### src/rtl/ascensor_pkg.sv
// -----------------------------------------------------------------------------
// ascensor_pkg
// Shared definitions for the elevator door manager and the dispatch algorithm:
//   - puerta_e          : door FSM states
//   - PISO_*            : floor index constants (estado[1:0])
//   - B_*               : bit positions in the 10-bit request vector
//   - mascara_servida() : requests served when the door opens at a floor,
//                         taking the travel direction into account
//   - mascara_piso()    : every request belonging to a floor, any direction
// -----------------------------------------------------------------------------
package ascensor_pkg;

    localparam int NUM_BOTONES = 10;

    typedef enum logic [1:0] {
        CERRADA  = 2'd0,
        ABRIENDO = 2'd1,
        ABIERTA  = 2'd2,
        CERRANDO = 2'd3
    } puerta_e;

    localparam logic [1:0] PISO_1 = 2'd0;
    localparam logic [1:0] PISO_2 = 2'd1;
    localparam logic [1:0] PISO_3 = 2'd2;
    localparam logic [1:0] PISO_4 = 2'd3;

    // Hall calls
    localparam int B_P1_SUBE = 0;
    localparam int B_P2_BAJA = 1;
    localparam int B_P2_SUBE = 2;
    localparam int B_P3_BAJA = 3;
    localparam int B_P3_SUBE = 4;
    localparam int B_P4_BAJA = 5;
    // Cabin buttons
    localparam int B_CAB_P1  = 6;
    localparam int B_CAB_P2  = 7;
    localparam int B_CAB_P3  = 8;
    localparam int B_CAB_P4  = 9;

    // Requests cleared when the door is open at 'piso'. On the middle floors
    // only the hall call matching the current direction is served, so a
    // passenger waiting to go the other way keeps their request.
    function automatic logic [NUM_BOTONES-1:0] mascara_servida(
        input logic [1:0] piso,
        input logic       sube
    );
        logic [NUM_BOTONES-1:0] m;
        m = '0;
        case (piso)
            PISO_1: begin
                m[B_P1_SUBE] = 1'b1;
                m[B_CAB_P1]  = 1'b1;
            end
            PISO_2: begin
                m[B_CAB_P2]  = 1'b1;
                if (sube) m[B_P2_SUBE] = 1'b1;
                else      m[B_P2_BAJA] = 1'b1;
            end
            PISO_3: begin
                m[B_CAB_P3]  = 1'b1;
                if (sube) m[B_P3_SUBE] = 1'b1;
                else      m[B_P3_BAJA] = 1'b1;
            end
            default: begin
                m[B_P4_BAJA] = 1'b1;
                m[B_CAB_P4]  = 1'b1;
            end
        endcase
        return m;
    endfunction

    function automatic logic [NUM_BOTONES-1:0] mascara_piso(input logic [1:0] piso);
        return mascara_servida(piso, 1'b0) | mascara_servida(piso, 1'b1);
    endfunction

endpackage

### src/rtl/temporizador.sv
// -----------------------------------------------------------------------------
// temporizador
// Loadable down-counter that saturates at zero.
//   clk      : clock, rising edge
//   rst_n    : asynchronous active-low reset (count -> 0)
//   carga_i  : load valor_i this cycle (has priority over counting)
//   valor_i  : load value
//   cero_o   : count is zero
// -----------------------------------------------------------------------------
module temporizador #(
    parameter int ANCHO = 8
) (
    input  logic             clk,
    input  logic             rst_n,
    input  logic             carga_i,
    input  logic [ANCHO-1:0] valor_i,
    output logic             cero_o
);

    logic [ANCHO-1:0] cuenta_q, cuenta_d;

    always_comb begin
        cuenta_d = cuenta_q;
        if (carga_i)                cuenta_d = valor_i;
        else if (cuenta_q != '0)    cuenta_d = cuenta_q - 1'b1;
    end

    // NOTE: state registers use non-blocking assignments so every flop samples
    // values from before the edge, independent of block ordering.
    always_ff @(posedge clk or negedge rst_n) begin
        if (!rst_n) cuenta_q <= '0;
        else        cuenta_q <= cuenta_d;
    end

    assign cero_o = (cuenta_q == '0);

endmodule

### src/rtl/gestor_puerta.sv
// -----------------------------------------------------------------------------
// gestor_puerta
// Elevator door manager: latches pending requests, opens the door when the
// cabin stops or a request exists at the idle floor, holds it open, closes it,
// and tells the dispatch algorithm to wait while the door is not closed.
//   clk       : clock, rising edge
//   rst_n     : asynchronous active-low reset
//   botones   : raw button presses (bit map in ascensor_pkg)
//   estado    : [3] moving, [2] up, [1:0] floor index
//   obstaculo : door-path obstruction, active-high
//   s         : latched pending requests
//   esperar   : door not closed (or stop just seen); algorithm must hold
//   abrir     : door motor open command
//   cerrar    : door motor close command
// -----------------------------------------------------------------------------
module gestor_puerta
    import ascensor_pkg::*;
#(
    parameter int T_ABRIR   = 4,
    parameter int T_ABIERTA = 16,
    parameter int T_CERRAR  = 4
) (
    input  logic                   clk,
    input  logic                   rst_n,
    input  logic [NUM_BOTONES-1:0] botones,
    input  logic [3:0]             estado,
    input  logic                   obstaculo,
    output logic [NUM_BOTONES-1:0] s,
    output logic                   esperar,
    output logic                   abrir,
    output logic                   cerrar
);

    // The counter is loaded with T-1 on entry and the state exits when it
    // reads zero, so each phase lasts exactly T cycles.
    localparam logic [7:0] CARGA_ABRIR   = 8'(T_ABRIR - 1);
    localparam logic [7:0] CARGA_ABIERTA = 8'(T_ABIERTA - 1);
    localparam logic [7:0] CARGA_CERRAR  = 8'(T_CERRAR - 1);

    puerta_e                puerta_q, puerta_d;
    logic                   mov_q;
    logic [NUM_BOTONES-1:0] s_q, s_d;

    logic                   carga;
    logic [7:0]             valor;
    logic                   cero;

    logic [1:0]             piso;
    logic                   sube;
    logic                   moviendo;
    logic                   parada;
    logic [NUM_BOTONES-1:0] mask_servida;
    logic [NUM_BOTONES-1:0] mask_piso;
    logic [NUM_BOTONES-1:0] mask_borrado;

    assign piso         = estado[1:0];
    assign sube         = estado[2];
    assign moviendo     = estado[3];
    assign parada       = mov_q & ~moviendo;
    assign mask_servida = mascara_servida(piso, sube);
    assign mask_piso    = mascara_piso(piso);

    temporizador #(.ANCHO(8)) u_temporizador (
        .clk     (clk),
        .rst_n   (rst_n),
        .carga_i (carga),
        .valor_i (valor),
        .cero_o  (cero)
    );

    // NOTE: every signal driven here gets a default first; a path that leaves
    // one unassigned would infer a latch.
    always_comb begin
        puerta_d = puerta_q;
        carga    = 1'b0;
        valor    = '0;
        case (puerta_q)
            CERRADA: begin
                // Stop events only matter here; in other states they are ignored.
                if (parada || (!moviendo && |((s_q | botones) & mask_piso))) begin
                    puerta_d = ABRIENDO;
                    carga    = 1'b1;
                    valor    = CARGA_ABRIR;
                end
            end
            ABRIENDO: begin
                if (cero) begin
                    puerta_d = ABIERTA;
                    carga    = 1'b1;
                    valor    = CARGA_ABIERTA;
                end
            end
            ABIERTA: begin
                // A new press at this floor or an obstruction restarts the hold
                // time, even on what would have been the last open cycle.
                if (obstaculo || |(botones & mask_servida)) begin
                    carga = 1'b1;
                    valor = CARGA_ABIERTA;
                end else if (cero) begin
                    puerta_d = CERRANDO;
                    carga    = 1'b1;
                    valor    = CARGA_CERRAR;
                end
            end
            CERRANDO: begin
                if (obstaculo) begin
                    puerta_d = ABRIENDO;
                    carga    = 1'b1;
                    valor    = CARGA_ABRIR;
                end else if (cero) begin
                    puerta_d = CERRADA;
                    carga    = 1'b1;
                    valor    = '0;
                end
            end
            default: begin
                puerta_d = CERRADA;
            end
        endcase
    end

    // Clear beats set: a press arriving while its floor is being served is
    // absorbed and never shows up in s.
    assign mask_borrado = (puerta_q == ABIERTA) ? mask_servida : '0;
    assign s_d          = (s_q | botones) & ~mask_borrado;

    always_ff @(posedge clk or negedge rst_n) begin
        if (!rst_n) begin
            puerta_q <= CERRADA;
            mov_q    <= 1'b0;
            s_q      <= '0;
        end else begin
            puerta_q <= puerta_d;
            mov_q    <= moviendo;
            s_q      <= s_d;
        end
    end

    assign s       = s_q;
    assign esperar = (puerta_q != CERRADA) | parada;
    assign abrir   = (puerta_q == ABRIENDO);
    assign cerrar  = (puerta_q == CERRANDO);

endmodule
### config.mk
export PLATFORM = sky130hd
export DESIGN_NAME = gestor_puerta
export DESIGN_NICKNAME = d
export VERILOG_FILES = /design/src/rtl/ascensor_pkg.sv /design/src/rtl/temporizador.sv /design/src/rtl/gestor_puerta.sv
export SDC_FILE = /design/constraint.sdc
export NUM_CORES = 1
export LEC_CHECK = 0
export BUFFER_PORTS_ARGS = -buffer_cell sky130_fd_sc_hd__buf_2
export CORE_UTILIZATION = 52
export DETAILED_ROUTE_END_ITERATION = 6
export HOLD_SLACK_MARGIN = 0.1
export PLACE_DENSITY = 0.78
export SYNTH_ARGS = -nofsm -noshare
export SYNTH_HDL_FRONTEND = slang
export SYNTH_SLANG_ARGS = --single-unit
### constraint.sdc
create_clock -name clk -period 2.7 [get_ports clk]
set_clock_uncertainty 0.05 [all_clocks]
set_input_delay 0.405 -clock clk [delete_from_list [all_inputs] [get_ports clk]]
set_output_delay 0.405 -clock clk [all_outputs]
set_load 0.05 [all_outputs]
# ---- After elaboration in Yosys (flattened, before gate mapping)
# Index checks and enable logic that the tools add are counted.
dict set report op_classes {
  add_sub_neg 1
  eq_ne 10
  muxes 31
  bitwise 9
  reduce_logical 14
}
# op count
set op_table {}
lappend op_table {{$pmux 8 s4} 1}
lappend op_table {{$and 10x10->10} 3}
lappend op_table {{$mux 2} 13}
lappend op_table {{$or 10x10->10} 2}
lappend op_table {{$reduce_or 10->1} 2}
lappend op_table {{$mux 8} 2}
lappend op_table {{$mux 1} 10}
lappend op_table {{$mux 10} 1}
lappend op_table {{$not 10->10} 1}
lappend op_table {{$logic_not 8->1} 1}
lappend op_table {{$mux 4} 2}
lappend op_table {{$pmux 2 s4} 1}
lappend op_table {{$reduce_bool 8->1} 1}
lappend op_table {{$sub 8x1->8 const B} 1}
lappend op_table {{$eq 2x2->1 const B} 3}
lappend op_table {{$ne 2x2->1 const B} 3}
lappend op_table {{$reduce_and 5->1} 1}
lappend op_table {{$eq 2x1->1 const B} 2}
lappend op_table {{$logic_not 2->1} 2}
lappend op_table {{$pmux 1 s4} 1}
lappend op_table {{$reduce_bool 2->1} 2}
lappend op_table {{$ne 3x2->1 const B} 1}
lappend op_table {{$reduce_or 3->1} 1}
lappend op_table {{$logic_or 1x1->1} 2}
lappend op_table {{other kinds (6)} 6}
dict set report totals {
  reg_bits 21
  output_inout_bits 13
  word_cells 69
}

# ---- Depth between registers and ports, before layout
# Gate-level depths: netlist (run 1).
dict set report logic_depth {
  word_depth 11
  ltp_mapped 8
  depth_no_buf 8
}

# ---- Cells and area by module
# From an unflattened synthesis (run 1), not the netlist that was laid out.
dict set report unflattened {
  hier_cells 141
  area_unflattened_um2 1283.7
}
# module n_inst cells_per_inst area_each_um2 seq_area_each_um2
set modules_own_cells {}
lappend modules_own_cells {gestor_puerta 1 87 795.8 325.3}
lappend modules_own_cells {temporizador 1 54 488.0 200.2}

# ---- Worst setup path after synthesis (run 1)
# OpenSTA, ideal clock, no wires.
dict set report synth_timing {
  path_type {reg2reg}
  start {register s_q[0] (netlist: s[0])}
  end {register puerta_q[1]}
  setup_time_ns 0.125
  arrival_time_ns 2.128
  t_required_ns 2.525
  path_slack_ns 0.397
  stages_incl_launch_ff 7
  path_buffers 0
  period_less_slack_ns 2.303
  cell_sequence {dfrtp_1 -> or4_1 -> o2bb2ai_1 -> a2111oi_4 -> o21ai_2 -> and3_4 -> mux2_4}
}
dict set report synth_between {
  elab_chain_len 7
}
# element line_no
set synth_rtl {}
lappend synth_rtl {{start, declared} gestor_puerta.sv:42} ;# logic [NUM_BOTONES-1:0] s_q, s_d;
lappend synth_rtl {{start signal, assigned} gestor_puerta.sv:131} ;# s_q <= '0;
lappend synth_rtl {{start signal, assigned} gestor_puerta.sv:135} ;# s_q <= s_d;
lappend synth_rtl {{$or 10x10->10} gestor_puerta.sv:80} ;# if (parada || (!moviendo && |((s_q | botones) & mask_piso))) begin
lappend synth_rtl {{$and 10x10->10} gestor_puerta.sv:80}
lappend synth_rtl {{$reduce_or 10->1} gestor_puerta.sv:80}
lappend synth_rtl {{$logic_and 1x1->1} gestor_puerta.sv:80}
lappend synth_rtl {{$logic_or 1x1->1} gestor_puerta.sv:80}
lappend synth_rtl {{$ne 2x2->1 (no line)} -}
lappend synth_rtl {{$reduce_and 5->1 (no line)} -}
lappend synth_rtl {{end signal, assigned} gestor_puerta.sv:133} ;# puerta_q <= puerta_d;
lappend synth_rtl {{end, declared} gestor_puerta.sv:40} ;# puerta_e puerta_q, puerta_d;
# Every way passes these cells.
# A chain may end at the register's enable or synchronous reset.

# ---- Worst setup path after layout (run 1)
dict set report layout_timing {
  start {register u_temporizador.cuenta_q[0]}
  end {register puerta_q[1]}
}
dict set report layout_between {
  elab_chain_len 3
  elab_cells_between_ends 5
  cone_classes {3 x eq/ne; 2 x reduce/logical}
}
# element line_no
set layout_rtl {}
lappend layout_rtl {{start, declared} temporizador.sv:20} ;# logic [ANCHO-1:0] cuenta_q, cuenta_d;
lappend layout_rtl {{start signal, assigned} temporizador.sv:32} ;# else cuenta_q <= cuenta_d;
lappend layout_rtl {{$logic_not 8->1 *} temporizador.sv:35} ;# assign cero_o = (cuenta_q == '0);
lappend layout_rtl {{$ne 3x2->1 (no line), or another cell as far along} -}
lappend layout_rtl {{$reduce_and 5->1 (no line) *} -}
# Mark *: on every way between the ends. The rest lies on a longest branch, timed or not.

==> flow_metrics.py, run 1 <==
metrics = {
    "run_status": {
        "status": "finished clean",
    },
    "layout": {
        "drive_above_1_share": 0.2716,
        "num-nets-final": 186,
        "antenna_cells": 0,
        "instances_no_fill": 190,
        "area_growth_pct": 15.01,
        "nFillCells": 193,
    },
    "die": {
        "core_mm2": 0.002255,
        "core.rowCount": 17,
        "start_util": 0.5622,
        "die_h_um": 51.37,
        "die_area_mm2": 0.002639,
        "die_x_um": 51.37,
        "ios": 30,
    },
    "clocking": {
        "clk_pin_slew_ns": 0.11,
        "cts_resized": 0,
        "postCtsHoldBufs": 1,
        "post_cts_buffers": 0,
        "cts_buffers": 3,
        "cts_max_path_buffers": 2,
        "htree_levels": 1,
        "cts_tree": "done",
        "cts.sinks": 21,
        "root_buffer": "clkbuf_4",
        "insertion_delay_ns": 0.30,
    },
    "power_and_ir_drop": {
        "ir_drop_mv": 0.7324,
        "p_leak_nw": 0.6061,
        "power.density_mw_per_mm2": 1035,
    },
    "timing": {
        "period_share": 0.8678,
        "rsz0062_at_grt": "false",
        "relSlewSlack": 0.6464,
        "setup_violations": 0,
        "tns_ns": 0,
        "report.final.slew_viol_count": 0,
        "timing.fmax_mhz": 426.8,
        "worst_slew_pin_slew_ns": 0.5238,
        "period_minus_slack_ns": 2.343,
        "hold_viol_final": 0,
    },
    "synthesis": {
        "synth_top_family_by_area": "simple AND/OR/NAND/NOR gates",
        "synth_edf_count": 0,
        "synthDistinctLibCells": 44,
        "synth_fa_ha_area_frac": 0.05923,
        "avgSynthCellArea_um2": 9.675,
        "synthXorXnorAreaFrac": 0.01382,
        "synth_seq_cells": 21,
        "synthTopCellsByArea": "dfrtp_1 (41%), ha_1 (5.9%), nor2_1 (5.3%), a21oi_1 (3.9%), a31oi_1 (3.5%)",
        "synthArstFlopShare": 1.000,
        "seq_area_frac_synth": 0.4146,
        "yosysTopAreaCell": "dfrtp_1",
        "synth_fp_nets": 154,
        "synth_compound_area_frac": 0.2113,
        "ys.warnings.count": 0,
        "synthMuxAreaShare": 0.02863,
        "synth_cells": 131,
        "yosys.area_share.simple": 0.2340,
        "syn_area_mm2": 0.001267,
        "synth_ff_type": "dfrtp_1",
        "synth_top_area_frac": 0.4146,
    },
    "routing": {
        "routed_wl_um": 2778,
        "antenna_left": 0,
        "first_iter_violations": 40,
        "drc": 0,
        "drt_pre_antenna_iters": 4,
        "viasPerCell": 5.800,
        "wl_per_cell_um": 14.62,
        "vias": 1102,
    },
    "worst_setup_path": {
        "critical_path_required_ns": 2.85,
        "cp-start-kind": "flop",
        "cp_num_buf_inv": 1,
        "arrival_ns": 2.49,
        "critPathKind": "flop to flop",
        "crit_fanout": 7,
        "cp_cell_sequence": "inv_1 -> ha_1 -> nor4b_2 -> nand2_1 -> o21ai_0 -> and3_4 -> mux2_4",
        "cpPeakStageDelay_ns": 0.44,
        "cp-end-kind": "flop",
        "slowest_stage": "dfrtp_1",
        "crit_family": "simple AND/OR/NAND/NOR gates",
    },
    "grt": {
        "antenna_found_initial": 0,
        "grt_pass1_wl_um": 4685,
        "grt_usage": 0.2387,
        "overflow": 0,
        "grt_pass1_vias": 1071,
        "grt_start_max_net_pins": 22,
    },
    "place": {
        "hpwl_um": 2186,
        "placedCellCount": 185,
        "portBuffers": 29,
        "finalWeightedCongestion": 0.8338,
    },
    "hold_path": {
        "min_path_type": "input pin to flop",
    },
    "run": {
        "maxCapViolations": 0,
    },
}
flip-flops by register name (all words and copies together), names as in the netlist:
| signal | count |
|---|---|
| puerta_q | 2 |
| s | 10 |
| u_temporizador.cuenta_q | 8 |
| mov_q | 1 |
final cells by class:
type                            instances  area, um^2  area share
Sequential cell                        21       525.5      0.3605
Tap cell                               28       35.03     0.02403
Multi-Input combinational cell        101       693.2      0.4755
Inverter                                6       22.52     0.01545
Timing Repair Buffer                   30       155.1      0.1064
Clock buffer                            4       26.28     0.01803
layer usage:
metal	routed length, um	track usage	part of all wire	vias to the layer above
met4	14	0.05405	0.0050	0
met2	1277	0.3831	0.46	34
met1	1354	0.3384	0.49	519
met3	131	0.03571	0.047	2
met5	0	0	0	-
li1	-	-	-	547
synth_stat cells, drive strengths merged, types with 3 or more instances:
master and instances:
nor3 7, inv 6, dfrtp 21, ha 6, and2 3, a31oi 7, nor2 18, o31ai 3
a21oi 10, o21ai 5, nand2 9
worst reg2reg max path, cell delays in order, from the launching register on:
cell and delay, ns:
dfrtp_1 0.44, inv_1 0.08, ha_1 0.19, nor4b_2 0.41, nand2_1 0.24, o21ai_0 0.30, and3_4 0.24, mux2_4 0.29
cells in the final DEF, fill, tap and decap left out, types with 2 or more instances in the layout:
master,netlist,routed
buf_2,0,29
dfrtp_1,21,21
nor2_1,18,18
a21oi_1,10,10
nand2_1,8,8
a31oi_1,7,7
nor3_1,7,7
inv_1,6,6
ha_1,6,6
o21ai_0,4,4
o31ai_1,3,3
clkbuf_4,0,3
nor2b_1,2,2
nand3_1,2,2
or4_1,2,2
or2b_2,2,2
o2111ai_1,2,2
xnor2_1,2,2
path summary, 6_finish.rpt:
check                                                        from                                      to  slack, ns  depth (start not counted)
setup / recovery           u_temporizador.cuenta_q[0]$_DFFE_PN0P_                 puerta_q[1]$_DFFE_PN0P_       0.36                          7
hold / removal                                          estado[3]                         mov_q$_DFF_PN0_       0.22                          1
setup reg to reg           u_temporizador.cuenta_q[0]$_DFFE_PN0P_                 puerta_q[1]$_DFFE_PN0P_       0.36                          7
hold reg to reg                                    s[8]$_DFF_PN0_                          s[8]$_DFF_PN0_       0.52                          2
max in group asynchronous                                   rst_n  u_temporizador.cuenta_q[1]$_DFFE_PN0P_       1.75                          2
min in group asynchronous                                   rst_n                          s[5]$_DFF_PN0_       0.53                          2
metrics by stage:
step	util	instance area, um^2	power [W]	setup slack, ns	hold slack, ns
floorplan	-	1267	0.001171	0.3971	0.05941
detailed placement	0.6304	1421	0.001360	0.3713	0.3401
global route	0.6465	1458	0.001615	0.1832	0.2046
finish	0.6465	1458	0.001508	0.3568	0.2169
CTS	0.6465	1458	0.001509	0.3790	0.2123
global placement	0.6304	1421	0.001323	0.4319	0.3306
kinds of logic after synthesis:
kind of cell,after synthesis
AND/OR/NAND/NOR,53
buffers and inverters,9
flip-flops,21
AO/OA/AOI/OAI,37
XOR/XNOR,2
multiplexers,3
adder cells (fa/ha/maj),6
where the power goes:
group	switching [W]	internal (W)	total, W
logic	0.000544	0.000313	0.000858
clock network	0.0000927	0.0000575	0.000150
registers	0.0000918	0.000409	0.000501
Power figures use the tool's default switching activity.
==> inputs of run 2 (changes only) <==
CORE_UTILIZATION = 45   (was 52)
PLACE_DENSITY = 0.69   (was 0.78)
==> flow_metrics.py, run 2 (synthesis results as in run 1) <==
metrics = {
    "clocking": {
        "postCtsHoldBufs": 1,
        "cts_max_path_buffers": 2,
        "htree_levels": 1,
        "root_buffer": "clkbuf_4",
        "cts_buffers": 3,
        "insertion_delay_ns": 0.31,
        "cts_tree": "done",
        "cts_resized": 0,
        "cts.sinks": 21,
        "post_cts_buffers": 0,
        "clk_pin_slew_ns": 0.12,
    },
    "layout": {
        "drive_above_1_share": 0.2778,
        "antenna_cells": 0,
        "num-nets-final": 186,
        "final_common_cell": "buf_2",
        "most-common-layout-cells": "buf_2 (29), dfrtp_1 (21), nor2_1 (18)",
        "largest_register_ffs": 10,
        "nFillCells": 257,
        "instances_no_fill": 192,
        "area_growth_pct": 15.30,
    },
    "routing": {
        "top_layer": "met4",
        "routed_wl_um": 2848,
        "met2_wirelength_um": 1278,
        "drt_pre_antenna_iters": 4,
        "first_iter_violations": 39,
        "vias": 1122,
        "wl_per_cell_um": 14.83,
        "drc": 0,
        "viasPerCell": 5.844,
        "antenna_left": 0,
        "routed-wl-met3_um": 139,
        "wl_met1_um": 1379,
    },
    "grt": {
        "antenna_found_initial": 0,
        "grt_pass1_wl_um": 4602,
        "grt_usage": 0.2167,
        "overflow": 0,
        "grt_start_max_net_pins": 22,
        "grt_pass1_vias": 1007,
    },
    "run_status": {
        "status": "finished clean",
    },
    "timing": {
        "rsz0062_at_grt": "false",
        "hold_viol_final": 0,
        "setup_violations": 0,
        "worst_slew_pin_slew_ns": 0.5153,
        "report.final.slew_viol_count": 0,
        "period_minus_slack_ns": 2.331,
        "tns_ns": 0,
        "timing.fmax_mhz": 428.9,
        "relSlewSlack": 0.6565,
        "period_share": 0.8634,
    },
    "power_and_ir_drop": {
        "p_leak_nw": 0.6089,
        "fin_total_pwr_w": 0.001518,
        "power.density_mw_per_mm2": 1039,
        "ir_drop_mv": 0.8143,
    },
    "hold_path": {
        "min_path_type": "input pin to flop",
        "holdPathStages": 1,
    },
    "die": {
        "start_util": 0.4937,
        "ios": 30,
        "die_x_um": 55.07,
        "core_mm2": 0.002567,
        "die_h_um": 55.07,
        "core.rowCount": 18,
        "die_area_mm2": 0.003033,
    },
    "place": {
        "placedCellCount": 187,
        "finalWeightedCongestion": 0.8447,
        "hpwl_um": 2204,
        "portBuffers": 29,
    },
    "worst_setup_path": {
        "r2r_slack_ns": 0.37,
        "crit_fanout": 7,
        "cp-end-kind": "flop",
        "critPathKind": "flop to flop",
        "worst-r2r-cell-count": 7,
        "cp-start-kind": "flop",
        "arrival_ns": 2.49,
        "critical_path_required_ns": 2.86,
    },
    "run": {
        "maxCapViolations": 0,
    },
}
run 2: changes by cell type in the layout (fill, tap and decap cells not counted):
cell | before | now
clkinv_2 | 0 | 1
clkbuf_1 | 1 | 0
run 2: per-layer routing:
metal  GRT usage  vias up
met2      0.3373       32
met3     0.04918        7
met5           0        -
li1            -      549
met1      0.2922      534
met4     0.07917        0
run 2: metrics by stage:
stage | worst slack, ns | cell area (um^2) | utilization | hold WS [ns]
floorplan | 0.3971 | 1267 | - | 0.05941
global placement | 0.4299 | 1424 | 0.5546 | 0.3350
detailed placement | 0.3702 | 1424 | 0.5546 | 0.3406
CTS | 0.3716 | 1461 | 0.5692 | 0.2083
global route | 0.1449 | 1461 | 0.5692 | 0.1951
finish | 0.3687 | 1461 | 0.5692 | 0.2131
run 2: path summary, 6_finish.rpt:
kind	from	endpoint
min in group asynchronous	rst_n	s[0]$_DFF_PN0_
worst min-delay path	estado[3]	mov_q$_DFF_PN0_
worst min register to register	s[8]$_DFF_PN0_	s[8]$_DFF_PN0_
max in group asynchronous	rst_n	s[2]$_DFF_PN0_
worst max-delay path	u_temporizador.cuenta_q[0]$_DFFE_PN0P_	puerta_q[1]$_DFFE_PN0P_
worst max register to register	u_temporizador.cuenta_q[0]$_DFFE_PN0P_	puerta_q[1]$_DFFE_PN0P_
run 2: final cells by class:
class | instances | area, um^2 | area share
Tap cell | 30 | 37.54 | 0.02568
Clock buffer | 3 | 22.52 | 0.01541
Inverter | 6 | 22.52 | 0.01541
Multi-Input combinational cell | 101 | 693.2 | 0.4743
Clock inverter | 1 | 5.005 | 0.003425
Timing Repair Buffer | 30 | 155.1 | 0.1062
Sequential cell | 21 | 525.5 | 0.3596
run 2: critical path, cell delays in order, from the launching register on:
cell     delay (ns)
dfrtp_1        0.44
inv_1          0.07
ha_1           0.19
nor4b_2        0.40
nand2_1        0.24
o21ai_0        0.30
and3_4         0.24
mux2_4         0.29
run 2: where the power goes:
group          internal [W]  switching, W  total (W)
Sequential         0.000409     0.0000930   0.000502
Clock             0.0000554     0.0000992   0.000155
Combinational      0.000314      0.000548   0.000862
Total              0.000778      0.000740    0.00152
==> inputs of run 3 (changes only) <==
REMOVE_ABC_BUFFERS = 1   (was unset)
==> flow_metrics.py, run 3 (synthesis results as in run 1) <==
metrics = {
    "layout": {
        "num-nets-final": 186,
        "final_common_cell": "buf_2",
        "multi_input_area_um2": 693.2,
        "instances_no_fill": 192,
        "antenna_cells": 0,
        "most-common-layout-cells": "buf_2 (29), dfrtp_1 (21), nor2_1 (18)",
        "stdcell_area_mm2": 0.001460,
        "drive_above_1_share": 0.2716,
        "seqCellArea_um2": 525.5,
        "nFillCells": 241,
        "largest_register_ffs": 10,
        "area_growth_pct": 15.20,
    },
    "power_and_ir_drop": {
        "p_sw_w": 0.0007177,
        "internal_power_w": 0.0007792,
        "seqPwrFrac": 0.334,
        "combPwrFrac": 0.568,
        "p_leak_nw": 0.6061,
        "clkPwrFrac": 0.098,
        "power.density_mw_per_mm2": 1025,
        "switching_share": 0.4794,
        "ir_drop_mv": 0.6303,
    },
    "timing": {
        "period_share": 0.8655,
        "setup_violations": 0,
        "holdWs_ns": 0.2242,
        "hold_viol_final": 0,
        "report.final.slew_viol_count": 0,
        "worst_slew_pin_slew_ns": 0.4912,
        "relSlewSlack": 0.6725,
        "period_minus_slack_ns": 2.337,
        "tns_ns": 0,
        "rsz0062_at_grt": "false",
        "timing.fmax_mhz": 427.9,
    },
    "grt": {
        "grt_pass1_wl_um": 4326,
        "use_met3": 0.03279,
        "antenna_found_initial": 0,
        "grt_pass1_vias": 987,
        "grt.met2_usage": 0.2992,
        "overflow": 0,
        "grt_start_max_net_pins": 22,
        "grtUsageMet1": 0.2910,
        "top_usage_layer": "met2",
        "grt_usage": 0.1971,
    },
    "die": {
        "core_mm2": 0.002567,
        "die_x_um": 55.07,
        "ios": 30,
        "core.rowCount": 18,
        "start_util": 0.4937,
        "die_h_um": 55.07,
        "die_area_mm2": 0.003033,
    },
    "clocking": {
        "cts_buffers": 3,
        "cts_resized": 0,
        "insertion_delay_ns": 0.29,
        "post_cts_buffers": 0,
        "cts_tree": "done",
        "htree_levels": 1,
        "cts_max_path_buffers": 2,
        "clk_pin_slew_ns": 0.11,
        "root_buffer": "clkbuf_4",
        "cts.sinks": 21,
        "postCtsHoldBufs": 1,
    },
    "place": {
        "hpwl_um": 2092,
        "dpl-instance-area_mm2": 0.001424,
        "finalWeightedCongestion": 0.7706,
        "placedCellCount": 187,
        "portBuffers": 29,
    },
    "worst_setup_path": {
        "cp-end-kind": "flop",
        "crit_fanout": 7,
        "arrival_ns": 2.47,
        "worst-r2r-cell-count": 7,
        "cp-start-kind": "flop",
        "r2r-start": "u_temporizador.cuenta_q[0]$_DFFE_PN0P_",
        "r2r_slack_ns": 0.36,
        "critPathKind": "flop to flop",
        "critical_path_required_ns": 2.84,
        "timing.rr.end": "puerta_q[1]$_DFFE_PN0P_",
    },
    "hold_path": {
        "min-delay-start": "estado[3]",
        "whs_endpoint": "mov_q$_DFF_PN0_",
        "min_path_type": "input pin to flop",
        "holdPathStages": 1,
    },
    "routing": {
        "drc": 0,
        "wl_per_cell_um": 13.92,
        "routed_wl_um": 2673,
        "first_iter_violations": 12,
        "antenna_left": 0,
        "vias": 1090,
        "viasPerCell": 5.677,
        "drt_pre_antenna_iters": 4,
    },
    "run_status": {
        "status": "finished clean",
    },
    "run": {
        "maxCapViolations": 0,
    },
}
==> run 3: cell types whose count changed in the layout (fill, tap and decap cells not counted) <==
| cell | before | now |
|---|---|---|
| clkbuf_1 | 0 | 1 |
| clkinv_2 | 1 | 0 |
==> run 3: stage by stage <==
stage / power, W / utilization / setup slack (ns)
6_report: 0.001497 / 0.5687 / 0.3633
5_1_grt: 0.001615 / 0.5687 / 0.1084
4_1_cts: 0.001501 / 0.5687 / 0.3242
3_5_place_dp: 0.001354 / 0.5546 / 0.3504
3_3_place_gp: 0.001328 / 0.5546 / 0.4281
2_1_floorplan: 0.001164 / - / 0.3970
==> run 3: power groups by stage <==
stage,Sequential (W),Combinational [W],Clock [W]
after floorplan,0.000593,0.000571,0
after global placement,0.000500,0.000829,0
after detailed placement,0.000504,0.000850,0
after CTS,0.000499,0.000851,0.000151
after global routing,0.000514,0.000936,0.000165
final,0.000500,0.000850,0.000147
==> run 3: worst max-delay path by stage <==
stage,slack (ns),endpoint,startpoint,cells past startpoint
after floorplan,0.40,puerta_q[1]$_DFFE_PN0P_,s[0]$_DFF_PN0_,6
after global placement,0.43,puerta_q[1]$_DFFE_PN0P_,estado[1],7
after detailed placement,0.35,puerta_q[1]$_DFFE_PN0P_,u_temporizador.cuenta_q[0]$_DFFE_PN0P_,7
after CTS,0.32,puerta_q[1]$_DFFE_PN0P_,u_temporizador.cuenta_q[0]$_DFFE_PN0P_,7
after global routing,0.11,puerta_q[1]$_DFFE_PN0P_,u_temporizador.cuenta_q[0]$_DFFE_PN0P_,7
final,0.36,puerta_q[1]$_DFFE_PN0P_,u_temporizador.cuenta_q[0]$_DFFE_PN0P_,7
==> run 3: routing by layer <==
metal  wire [um]  vias up  part of all wire
met1        1413      516              0.53
met5           0        -                 0
met2        1148       27              0.43
met4          13        0            0.0049
met3          97        2             0.036
li1            -      545                 -
==> run 3: area by class of cell <==
cell class                 count  share of cell area
inverter                       6             0.01542
timing repair buffer          30              0.1063
multi-input combinational    101              0.4747
clock buffer                   4             0.01799
sequential                    21              0.3599
tap                           30             0.02571
==> run 3: worst max-delay path, stage by stage (launching register included) <==
cell and delay [ns]:
dfrtp_1 0.44, inv_1 0.09, ha_1 0.21, nor4b_2 0.39, nand2_1 0.24, o21ai_0 0.30, and3_4 0.23, mux2_4 0.29
